===== src/rtl/risk_pkg.sv =====
// Shared types and constants for the risk alarm controller: alarm levels,
// persistence direction tags and the input clamp helper.
package risk_pkg;

  typedef enum logic [1:0] {
    SAFE  = 2'd0,
    WATCH = 2'd1,
    WARN  = 2'd2,
    ALERT = 2'd3
  } level_t;

  typedef enum logic [1:0] {
    DIR_NONE = 2'd0,
    DIR_UP   = 2'd1,
    DIR_DN   = 2'd2
  } dir_t;

  localparam logic [7:0] RISK_MAX   = 8'd100;
  localparam logic [7:0] COUNT_MAX  = 8'd255;
  localparam int         NUM_LEVELS = 4;

  // Fuzzy stage nominally stays within 0..100; anything above is pinned.
  function automatic logic [7:0] clamp_risk(input logic [7:0] raw);
    return (raw > RISK_MAX) ? RISK_MAX : raw;
  endfunction

endpackage


===== src/rtl/risk_persist_cnt.sv =====
// Debounce counter: fires once PERSIST consecutive valid samples have carried
// the same transition request (direction and target level).
module risk_persist_cnt
  import risk_pkg::*;
#(
  parameter int PERSIST = 4
) (
  input  logic   clk,
  input  logic   rst,
  input  logic   valid,
  input  dir_t   req_dir,
  input  level_t req_tgt,
  output logic   fire,
  output dir_t   fire_dir,
  output level_t fire_tgt
);

  localparam logic [3:0] PERSIST_C = 4'(PERSIST);

  logic [3:0] cnt_reg, cnt_next, cnt_inc;
  dir_t       dir_reg, dir_next;
  level_t     tgt_reg, tgt_next;

  always_comb begin
    cnt_next = cnt_reg;
    dir_next = dir_reg;
    tgt_next = tgt_reg;
    cnt_inc  = 4'd0;
    fire     = 1'b0;
    fire_dir = DIR_NONE;
    fire_tgt = SAFE;
    if (valid) begin
      if (req_dir == DIR_NONE) begin
        cnt_next = 4'd0;
        dir_next = DIR_NONE;
        tgt_next = SAFE;
      end else begin
        // A changed target restarts the run even if the direction is unchanged.
        if (req_dir == dir_reg && req_tgt == tgt_reg) begin
          cnt_inc = cnt_reg + 4'd1;
        end else begin
          cnt_inc = 4'd1;
        end
        if (cnt_inc == PERSIST_C) begin
          fire     = 1'b1;
          fire_dir = req_dir;
          fire_tgt = req_tgt;
          cnt_next = 4'd0;
          dir_next = DIR_NONE;
          tgt_next = SAFE;
        end else begin
          cnt_next = cnt_inc;
          dir_next = req_dir;
          tgt_next = req_tgt;
        end
      end
    end
  end

  always_ff @(posedge clk) begin
    if (rst) begin
      cnt_reg <= 4'd0;
      dir_reg <= DIR_NONE;
      tgt_reg <= SAFE;
    end else begin
      cnt_reg <= cnt_next;
      dir_reg <= dir_next;
      tgt_reg <= tgt_next;
    end
  end

endmodule


===== src/rtl/risk_alarm_ctrl.sv =====
// Four-level hysteresis alarm driven by the fuzzy risk byte, with sticky
// ALERT latch, peak-risk tracker and saturating ALERT-entry counter.
module risk_alarm_ctrl
  import risk_pkg::*;
#(
  parameter int WATCH_ON  = 30,
  parameter int WATCH_OFF = 20,
  parameter int WARN_ON   = 50,
  parameter int WARN_OFF  = 40,
  parameter int ALERT_ON  = 75,
  parameter int ALERT_OFF = 65,
  parameter int PERSIST   = 4
) (
  input  logic       clk,
  input  logic       rst,
  input  logic       sample_valid,
  input  logic [7:0] risk,
  input  logic       ack,
  output logic [1:0] level,
  output logic       alarm,
  output logic       alert_latched,
  output logic [7:0] risk_peak,
  output logic [7:0] alert_count
);

  // Threshold tables indexed by level; slot 0 (SAFE) is never used.
  localparam logic [31:0] ON_VEC  = {8'(ALERT_ON),  8'(WARN_ON),  8'(WATCH_ON),  8'd0};
  localparam logic [31:0] OFF_VEC = {8'(ALERT_OFF), 8'(WARN_OFF), 8'(WATCH_OFF), 8'd0};

  logic [7:0] r;
  logic [NUM_LEVELS-1:0] on_hit;
  logic [NUM_LEVELS-1:0] off_hit;

  level_t level_reg, level_next;
  logic   latched_reg, latched_next;
  logic [7:0] peak_reg, peak_next, peak_base;
  logic [7:0] count_reg, count_next;

  dir_t   req_dir;
  level_t req_tgt;
  logic   fire;
  dir_t   fire_dir;
  level_t fire_tgt;
  logic   alert_entry;
  logic   ack_eff;

  assign r = clamp_risk(risk);

  assign on_hit[0]  = 1'b0;
  assign off_hit[0] = 1'b0;

  genvar gi;
  generate
    for (gi = 1; gi < NUM_LEVELS; gi++) begin : g_thr
      assign on_hit[gi]  = (r >= ON_VEC[gi*8 +: 8]);
      assign off_hit[gi] = (r <  OFF_VEC[gi*8 +: 8]);
    end
  endgenerate

  // Up requests scan ascending so the highest qualifying level wins;
  // a step-down is only considered when nothing qualifies upward.
  always_comb begin
    req_dir = DIR_NONE;
    req_tgt = SAFE;
    for (int i = 1; i < NUM_LEVELS; i++) begin
      if (on_hit[i] && (2'(i) > level_reg)) begin
        req_dir = DIR_UP;
        req_tgt = level_t'(2'(i));
      end
    end
    if (req_dir == DIR_NONE && level_reg != SAFE && off_hit[level_reg]) begin
      req_dir = DIR_DN;
      req_tgt = level_t'(level_reg - 2'd1);
    end
  end

  risk_persist_cnt #(
    .PERSIST (PERSIST)
  ) u_persist (
    .clk      (clk),
    .rst      (rst),
    .valid    (sample_valid),
    .req_dir  (req_dir),
    .req_tgt  (req_tgt),
    .fire     (fire),
    .fire_dir (fire_dir),
    .fire_tgt (fire_tgt)
  );

  always_comb begin
    level_next = level_reg;
    if (fire) begin
      if (fire_dir == DIR_UP) begin
        level_next = fire_tgt;
      end else begin
        level_next = level_t'(level_reg - 2'd1);
      end
    end
  end

  assign alert_entry = (level_next == ALERT) && (level_reg != ALERT);
  assign ack_eff     = ack && (level_reg != ALERT);

  // ALERT entry outranks a coincident ack; the ack cycle's sample still counts toward peak.
  always_comb begin
    latched_next = latched_reg;
    if (alert_entry) begin
      latched_next = 1'b1;
    end else if (ack_eff) begin
      latched_next = 1'b0;
    end
    peak_base = ack_eff ? 8'd0 : peak_reg;
    peak_next = (sample_valid && r > peak_base) ? r : peak_base;
    count_next = count_reg;
    if (alert_entry && count_reg != COUNT_MAX) begin
      count_next = count_reg + 8'd1;
    end
  end

  always_ff @(posedge clk) begin
    if (rst) begin
      level_reg   <= SAFE;
      latched_reg <= 1'b0;
      peak_reg    <= 8'd0;
      count_reg   <= 8'd0;
    end else begin
      level_reg   <= level_next;
      latched_reg <= latched_next;
      peak_reg    <= peak_next;
      count_reg   <= count_next;
    end
  end

  assign level         = level_reg;
  assign alarm         = (level_reg >= WARN);
  assign alert_latched = latched_reg;
  assign risk_peak     = peak_reg;
  assign alert_count   = count_reg;

endmodule


===== config.mk =====
export PLATFORM = sky130hd
export DESIGN_NAME = risk_alarm_ctrl
export DESIGN_NICKNAME = d
export VERILOG_FILES = /design/src/rtl/risk_pkg.sv /design/src/rtl/risk_persist_cnt.sv /design/src/rtl/risk_alarm_ctrl.sv
export SDC_FILE = /design/constraint.sdc
export NUM_CORES = 1
export LEC_CHECK = 0
export CAP_MARGIN = 15
export CORE_MARGIN = 1.5
export CORE_UTILIZATION = 29
export CTS_CLUSTER_DIAMETER = 50
export DETAILED_ROUTE_END_ITERATION = 8
export HOLD_SLACK_MARGIN = 0.1
export SLEW_MARGIN = 20
export SYNTH_ARGS = -nofsm -noshare
export SYNTH_HDL_FRONTEND = slang
export SYNTH_SLANG_ARGS = --single-unit

===== constraint.sdc =====
create_clock -name clk -period 3.5 [get_ports clk]
set_input_delay 0.7 -clock clk [delete_from_list [all_inputs] [get_ports clk]]
set_output_delay 0.7 -clock clk [all_outputs]
set_load 0.02 [all_outputs]

; ---- Yosys cells after proc, flatten, opt, wreduce, memory -nomap -nowiden
; Index checks and enable logic that the tools add are counted.
; W data, S select, Z words.
[totals]
regBits = 27
[op_classes]
n_addsub = 3
magnitude_cmp = 13
n_eq_ne = 7
n_mux = 34
n_reduce_logical = 14
[ops]
columns = operator, n
row1 = $mux W2, 18
row2 = $mux W8, 3
row3 = $mux W4, 5
row4 = $logic_and A1 B1 Y1, 10
row5 = $add A8 B1 Y8 const B, 1
row6 = $ge A8 B5 Y1 const B, 1
row7 = $ge A8 B6 Y1 const B, 1
row8 = $ge A8 B7 Y1 const B, 1
row9 = $gt A8 B7 Y1 const B, 1
row10 = $gt A8 B8 Y1, 1
row11 = $lt A8 B5 Y1 const B, 1
row12 = $lt A8 B6 Y1 const B, 1
row13 = $lt A8 B7 Y1 const B, 1
row14 = $ne A8 B8 Y1 const B, 1
row15 = $mux W1, 7
row16 = $add A4 B1 Y4 const B, 1
row17 = $eq A2 B2 Y1, 2
row18 = $eq A4 B3 Y1 const B, 1
row19 = $gt A2 B2 Y1 const A, 2
row20 = $logic_not A2 Y1, 2
row21 = $reduce_bool A2 Y1, 2
row22 = $lt A2 B3 Y1 const B, 1
row23 = $bmux W1 S2, 1
row24 = $eq A2 B1 Y1 const B, 1
row25 = other kinds (5), 5

; ---- Longest topological paths before layout
[depth]
ltp_word = 26
mapped_depth = 13
mapped_depth_nobuf = 12

; ---- Modules after synthesis
; A second synthesis with hierarchy kept.
[hier_totals]
hier_cells = 239
hier_area_um2 = 1896.8
[by_module_without_submodules]
columns = mod, n_inst, cells_per_inst, area_per_inst_um2, seq_area_each_um2
row1 = risk_alarm_ctrl, 1, 180, 1406.3, 380.4
row2 = risk_persist_cnt, 1, 59, 490.5, 160.2

; ---- Least setup slack after synthesis
; OpenSTA, ideal clock, no wires.
[synth_timing]
path_kind = input port to flip-flop
from = input port risk[7]
to = register count_reg[2], in the netlist alert_count[2]
setup_time_ns = 0.123
arrival_time_ns = 3.239
required_time_ns = 3.377
path_slack_ns = 0.138
cell_stages = 9
path_buffers = 0
cell_sequence = or4b_4 or4b_4 and4_4 o32ai_2 o22ai_4 o311a_1 or2_1 nand4_1 mux2_1
[synth_between]
elab_chain_len = 26
elab_cells_between_ends = 46
classes_between = order compare (7) / eq/ne (5) / mux (24) / reduce/logical (10)
[synth_lines]
columns = item, line_no
row1 = from (decl), risk_alarm_ctrl.sv:17  ; input logic [7:0] risk,
row2 = $gt A8 B7 Y1, risk_pkg.sv:24  ; return (raw > RISK_MAX) ? RISK_MAX : raw;
row3 = $mux W8 *, risk_pkg.sv:24
row4 = $ge A8 B5 Y1, risk_alarm_ctrl.sv:55  ; assign on_hit[gi] = (r >= ON_VEC[gi*8 +: 8]);
row5 = $logic_and A1 B1 Y1, risk_alarm_ctrl.sv:66  ; if (on_hit[i] && (2'(i) > level_reg)) begin
row6 = $mux W1, risk_alarm_ctrl.sv:66
row7 = $mux W2 (2 in a row), risk_alarm_ctrl.sv:66
row8 = $logic_not A2 Y1, risk_alarm_ctrl.sv:71  ; if (req_dir == DIR_NONE && level_reg != SAFE && off_hit[level_reg]) begin
row9 = $logic_and A1 B1 Y1 (2 in a row), risk_alarm_ctrl.sv:71
row10 = [... 8 more ...], --
row11 = $mux W2, risk_persist_cnt.sv:33  ; if (req_dir == DIR_NONE) begin
row12 = $mux W2, risk_persist_cnt.sv:32  ; if (valid) begin
row13 = $eq A2 B1 Y1, risk_alarm_ctrl.sv:93  ; if (fire_dir == DIR_UP) begin
row14 = $mux W2, risk_alarm_ctrl.sv:93
row15 = $mux W2 *, risk_alarm_ctrl.sv:92  ; if (fire) begin
row16 = $eq A2 B2 Y1 *, risk_alarm_ctrl.sv:101  ; assign alert_entry = (level_next == ALERT) && (level_reg != ALERT);
row17 = $logic_and A1 B1 Y1 *, risk_alarm_ctrl.sv:101
row18 = $logic_and A1 B1 Y1 *, risk_alarm_ctrl.sv:115  ; if (alert_entry && count_reg != COUNT_MAX) begin
row19 = to (signal assigned), risk_alarm_ctrl.sv:130  ; count_reg <= count_next;
row20 = to (decl), risk_alarm_ctrl.sv:37  ; logic [7:0] count_reg, count_next;
; Every way passes the cells marked *; elsewhere a longest branch is shown, timed or not. The select of a mux whose other input is x is not followed.
; A chain may end at the register's enable or synchronous reset.

; ---- Final worst setup path
[layout_timing]
from = input port risk[7]
to = register count_reg[4], in the netlist alert_count[4]
; The elaborated chain is that of the path after synthesis.

==> metrics.md <==
| Metric | Value |
|---|---|
| Root buf cell | `clkbuf_8` |
| Initial Util | `0.296` |
| HPWL Detailed | `3810 µm` |
| CTS sink cnt | `27` |
| Flop pwr share | `0.476` |
| Status | `finished clean` |
| Sw Ratio | `0.291` |
| DRC Markers | `0` |
| Average wire per standard cell | `13.0 µm` |
| Clk pwr share | `0.292` |
| Cells after Synth | `239` |
| NetSw | `0.196 mW` |
| Leakage | `1.18 nW` |
| TritonCTS clock tree | `built` |
| Die Ht | `85.9 µm` |
| Int Power | `0.478 mW` |
| Slowest stage cell, crit path | `or4b_4` |
| TritonCTS Buffers | `3` |
| RR Startpoint | `level[0]` |
| Yosys reg bits | `27` |
| Final worst-path setup slack | `0.0794 ns` |
| Pre-Repair DR Iteration Count | `4` |
| Vias in the first global route | `1835` |
| Layout cells sized above 1 | `0.257` |
| Post-synthesis simple-gate area fraction | `0.302` |
| Hold crit path type | `reg2reg` |
| Final setup fails | `0` |
| Clk buf depth | `2` |
| Slew Limit Fails | `0` |
| Final Instance Count excl. Fillers | `395` |
| Most Frequent Cell on Critical Path | `or4b_4` |
| Initial antenna violation count | `0` |
| Slowest Stage Delay on Critical Path | `0.58 ns` |
| Setup crit end kind | `flip-flop` |
| Max H-tree Level | `1` |
| PwrDens | `234 nW/µm²` |
| Clk slew on worst S/H paths | `0.11 ns` |
| Final wirelength | `5140 µm` |
| Die ar. | `7370 µm²` |
| Combinational share of power | `0.232` |
| Buffers & Inverters on Critical Path | `2` |
| Die width | `85.9 µm` |
| Period utilization | `0.977` |
| Dominant synthesized flop cell | `dfxtp_1` |
| Global-route usage over all layers | `0.139` |
| Synth async-reset ratio | `0` |
| Post-synth EDFFs | `0` |
| Worst-margin pin slew | `0.792 ns` |
| Pre-CTS setup slack | `-0.370 ns` |
| FP Rows | `30` |
| P&R area growth vs syn | `44.8%` |
| DR vias | `1998` |
| I/O pin cnt | `32` |
| Vias per std cell | `5.06` |
| Max-cap violations | `0` |
| Core ar. | `6720 µm²` |
| Fmax | `292 MHz` |
| GPL Wtd Cong | `0.924` |
| Global-route wire length before repair | `8490 µm` |
| Crit path launch | `risk[7]` |
| CP Launch Type | `input port` |
| IO buf count | `31` |
| Synth Area in Adders | `0.0855` |
| Mapped Nets | `263` |
| Final Net Count | `340` |
| Post-synthesis xor/xnor area fraction | `0.0314` |
| Antenna diode count | `0` |
| Warnings from Yosys | `0` |
| Crit Path Max Fanout | `7` |
| Unrepaired setup endpoints after global routing | `true` |
| Min Clock Period, post-route | `3.42 ns` |
| Mux share of post-synthesis cell area | `0.0497` |
| Initial DRC count | `62` |
| Distinct cells, synth | `66` |
| Post-DP Area | `2690 µm²` |
| Fin Clk Skew | `0.0141 ns` |
| Min Hold Slack | `0.505 ns` |
| Syn Area/Cell | `8.33 µm²` |
| Largest family of logic cells by synthesized area | `simple AND/OR/NAND/NOR gates` |
| WP data required | `3.74 ns` |
| Final hold violations | `0` |
| Final Instance Area | `2880 µm²` |
| Tot Pwr | `0.674 mW` |
| Critical Path, Cell by Cell | `clkdlybuf4s15_1 -> or4b_4 -> or4b_4 -> and4_4 -> o32ai_4 -> o22ai_4 -> nor4_4 -> o211ai_4 -> buf_6 -> or4_1 -> nand2_1` |
| Slew headroom | `0.470` |
| Most frequent cells in the layout | `buf_4 (45), dfxtp_1 (27), nand2_1 (25)` |
| Clk Latency, worst-skew pair | `0.29 ns` |
| GR Overflow Total | `0` |
| VDD IR max | `0.000160 V` |
| Sequential fraction of the synthesis area | `0.272` |
| Pin count of the biggest net entering global routing | `24` |
| Compound-Gate Fraction of Synth Area | `0.223` |
| Crit path DAT | `3.66 ns` |
| Crit path kind | `in2reg` |
| Worst hold start | `risk_peak[7]` |
| Most common cell after layout, fill and taps aside | `buf_4` |
| Mapped Area | `1990 µm²` |
| Placed cells | `385` |
| Routed Antenna Nets | `0` |
| R2R setup slack | `0.53 ns` |
| Top cell family by delay on the critical path | `simple AND/OR/NAND/NOR gates` |
[per-layer routing]
| metal | share of wire | track usage | wire length, µm |
|---|---|---|---|
| met4 | 0.0035 | 0.0176 | 18 |
| met1 | 0.49 | 0.189 | 2530 |
| met3 | 0.032 | 0.0250 | 164 |
| met2 | 0.47 | 0.236 | 2430 |
| met5 | 0 | 0 | 0 |
[path summary, 6_finish.rpt]
kind | depth (start not counted) | endpoint
min reg2reg | 2 | risk_peak[7]
max | 11 | alert_count[4]
max reg2reg | 10 | alert_count[4]
min | 2 | risk_peak[7]
[timing repair]
action	4_1_cts	5_1_grt
setup buffers	1	5
hold buffers	0	0
pin swaps	10	14
setup endpoints to repair	5	17
resized for setup	9	17
endpoints found under the hold margin	0	0
[cell families (layout without fill, tap and decap cells)]
kind of cell / count (synthesis) / count (layout)
compound gates: 58 / 58
xor+xnor: 5 / 5
fa+ha+maj: 14 / 14
buf+inv: 19 / 95
flops: 27 / 27
mux: 9 / 9
other cells: 1 / 1
simple gates: 106 / 106
[worst min-delay path, cell delays in order, from the launching register on]
cell     delay, ns
dfxtp_1       0.32
nand2_1       0.09
nor3b_1       0.05
[synth_stat cells (4+ instances only)]
library cell / count / area (µm²)
dfxtp_1: 27 / 541
nand2_1: 25 / 93.8
nor2_1: 22 / 82.6
a21oi_1: 15 / 75.1
inv_1: 13 / 48.8
ha_1: 12 / 150
nor2b_1: 9 / 56.3
nand3_1: 8 / 40.0
o21ai_0: 8 / 40.0
clkbuf_1: 6 / 22.5
mux2_2: 5 / 56.3
nand4_1: 5 / 31.3
nor3_1: 4 / 20.0
or4_1: 4 / 30.0
[per-stage QoR]
stage,util,TNS [ns]
final,0.429,0
after global routing,0.429,-0.0277
after CTS,0.412,0
after detailed placement,0.400,-5.11
after global placement,0.400,-4.33
after floorplan,-,0
[power groups by stage]
| stage | Clock, mW | Combinational [mW] | Sequential, mW |
|---|---|---|---|
| after floorplan | 0 | 0.0738 | 0.331 |
| after global placement | 0 | 0.149 | 0.327 |
| after detailed placement | 0 | 0.150 | 0.327 |
| after CTS | 0.207 | 0.152 | 0.321 |
| after global routing | 0.220 | 0.173 | 0.322 |
| final | 0.197 | 0.157 | 0.321 |
[final cells by class]
type                            count  area (µm²)
Clock inverter                      1        8.76
Inverter                           13        48.8
Fill cell                         674        3840
Clock buffer                        3        41.3
Sequential cell                    27         541
Tap cell                           80         100
Timing Repair Buffer               78         677
Multi-Input combinational cell    193        1470
No activity file was read; power rests on OpenSTA's default activity.
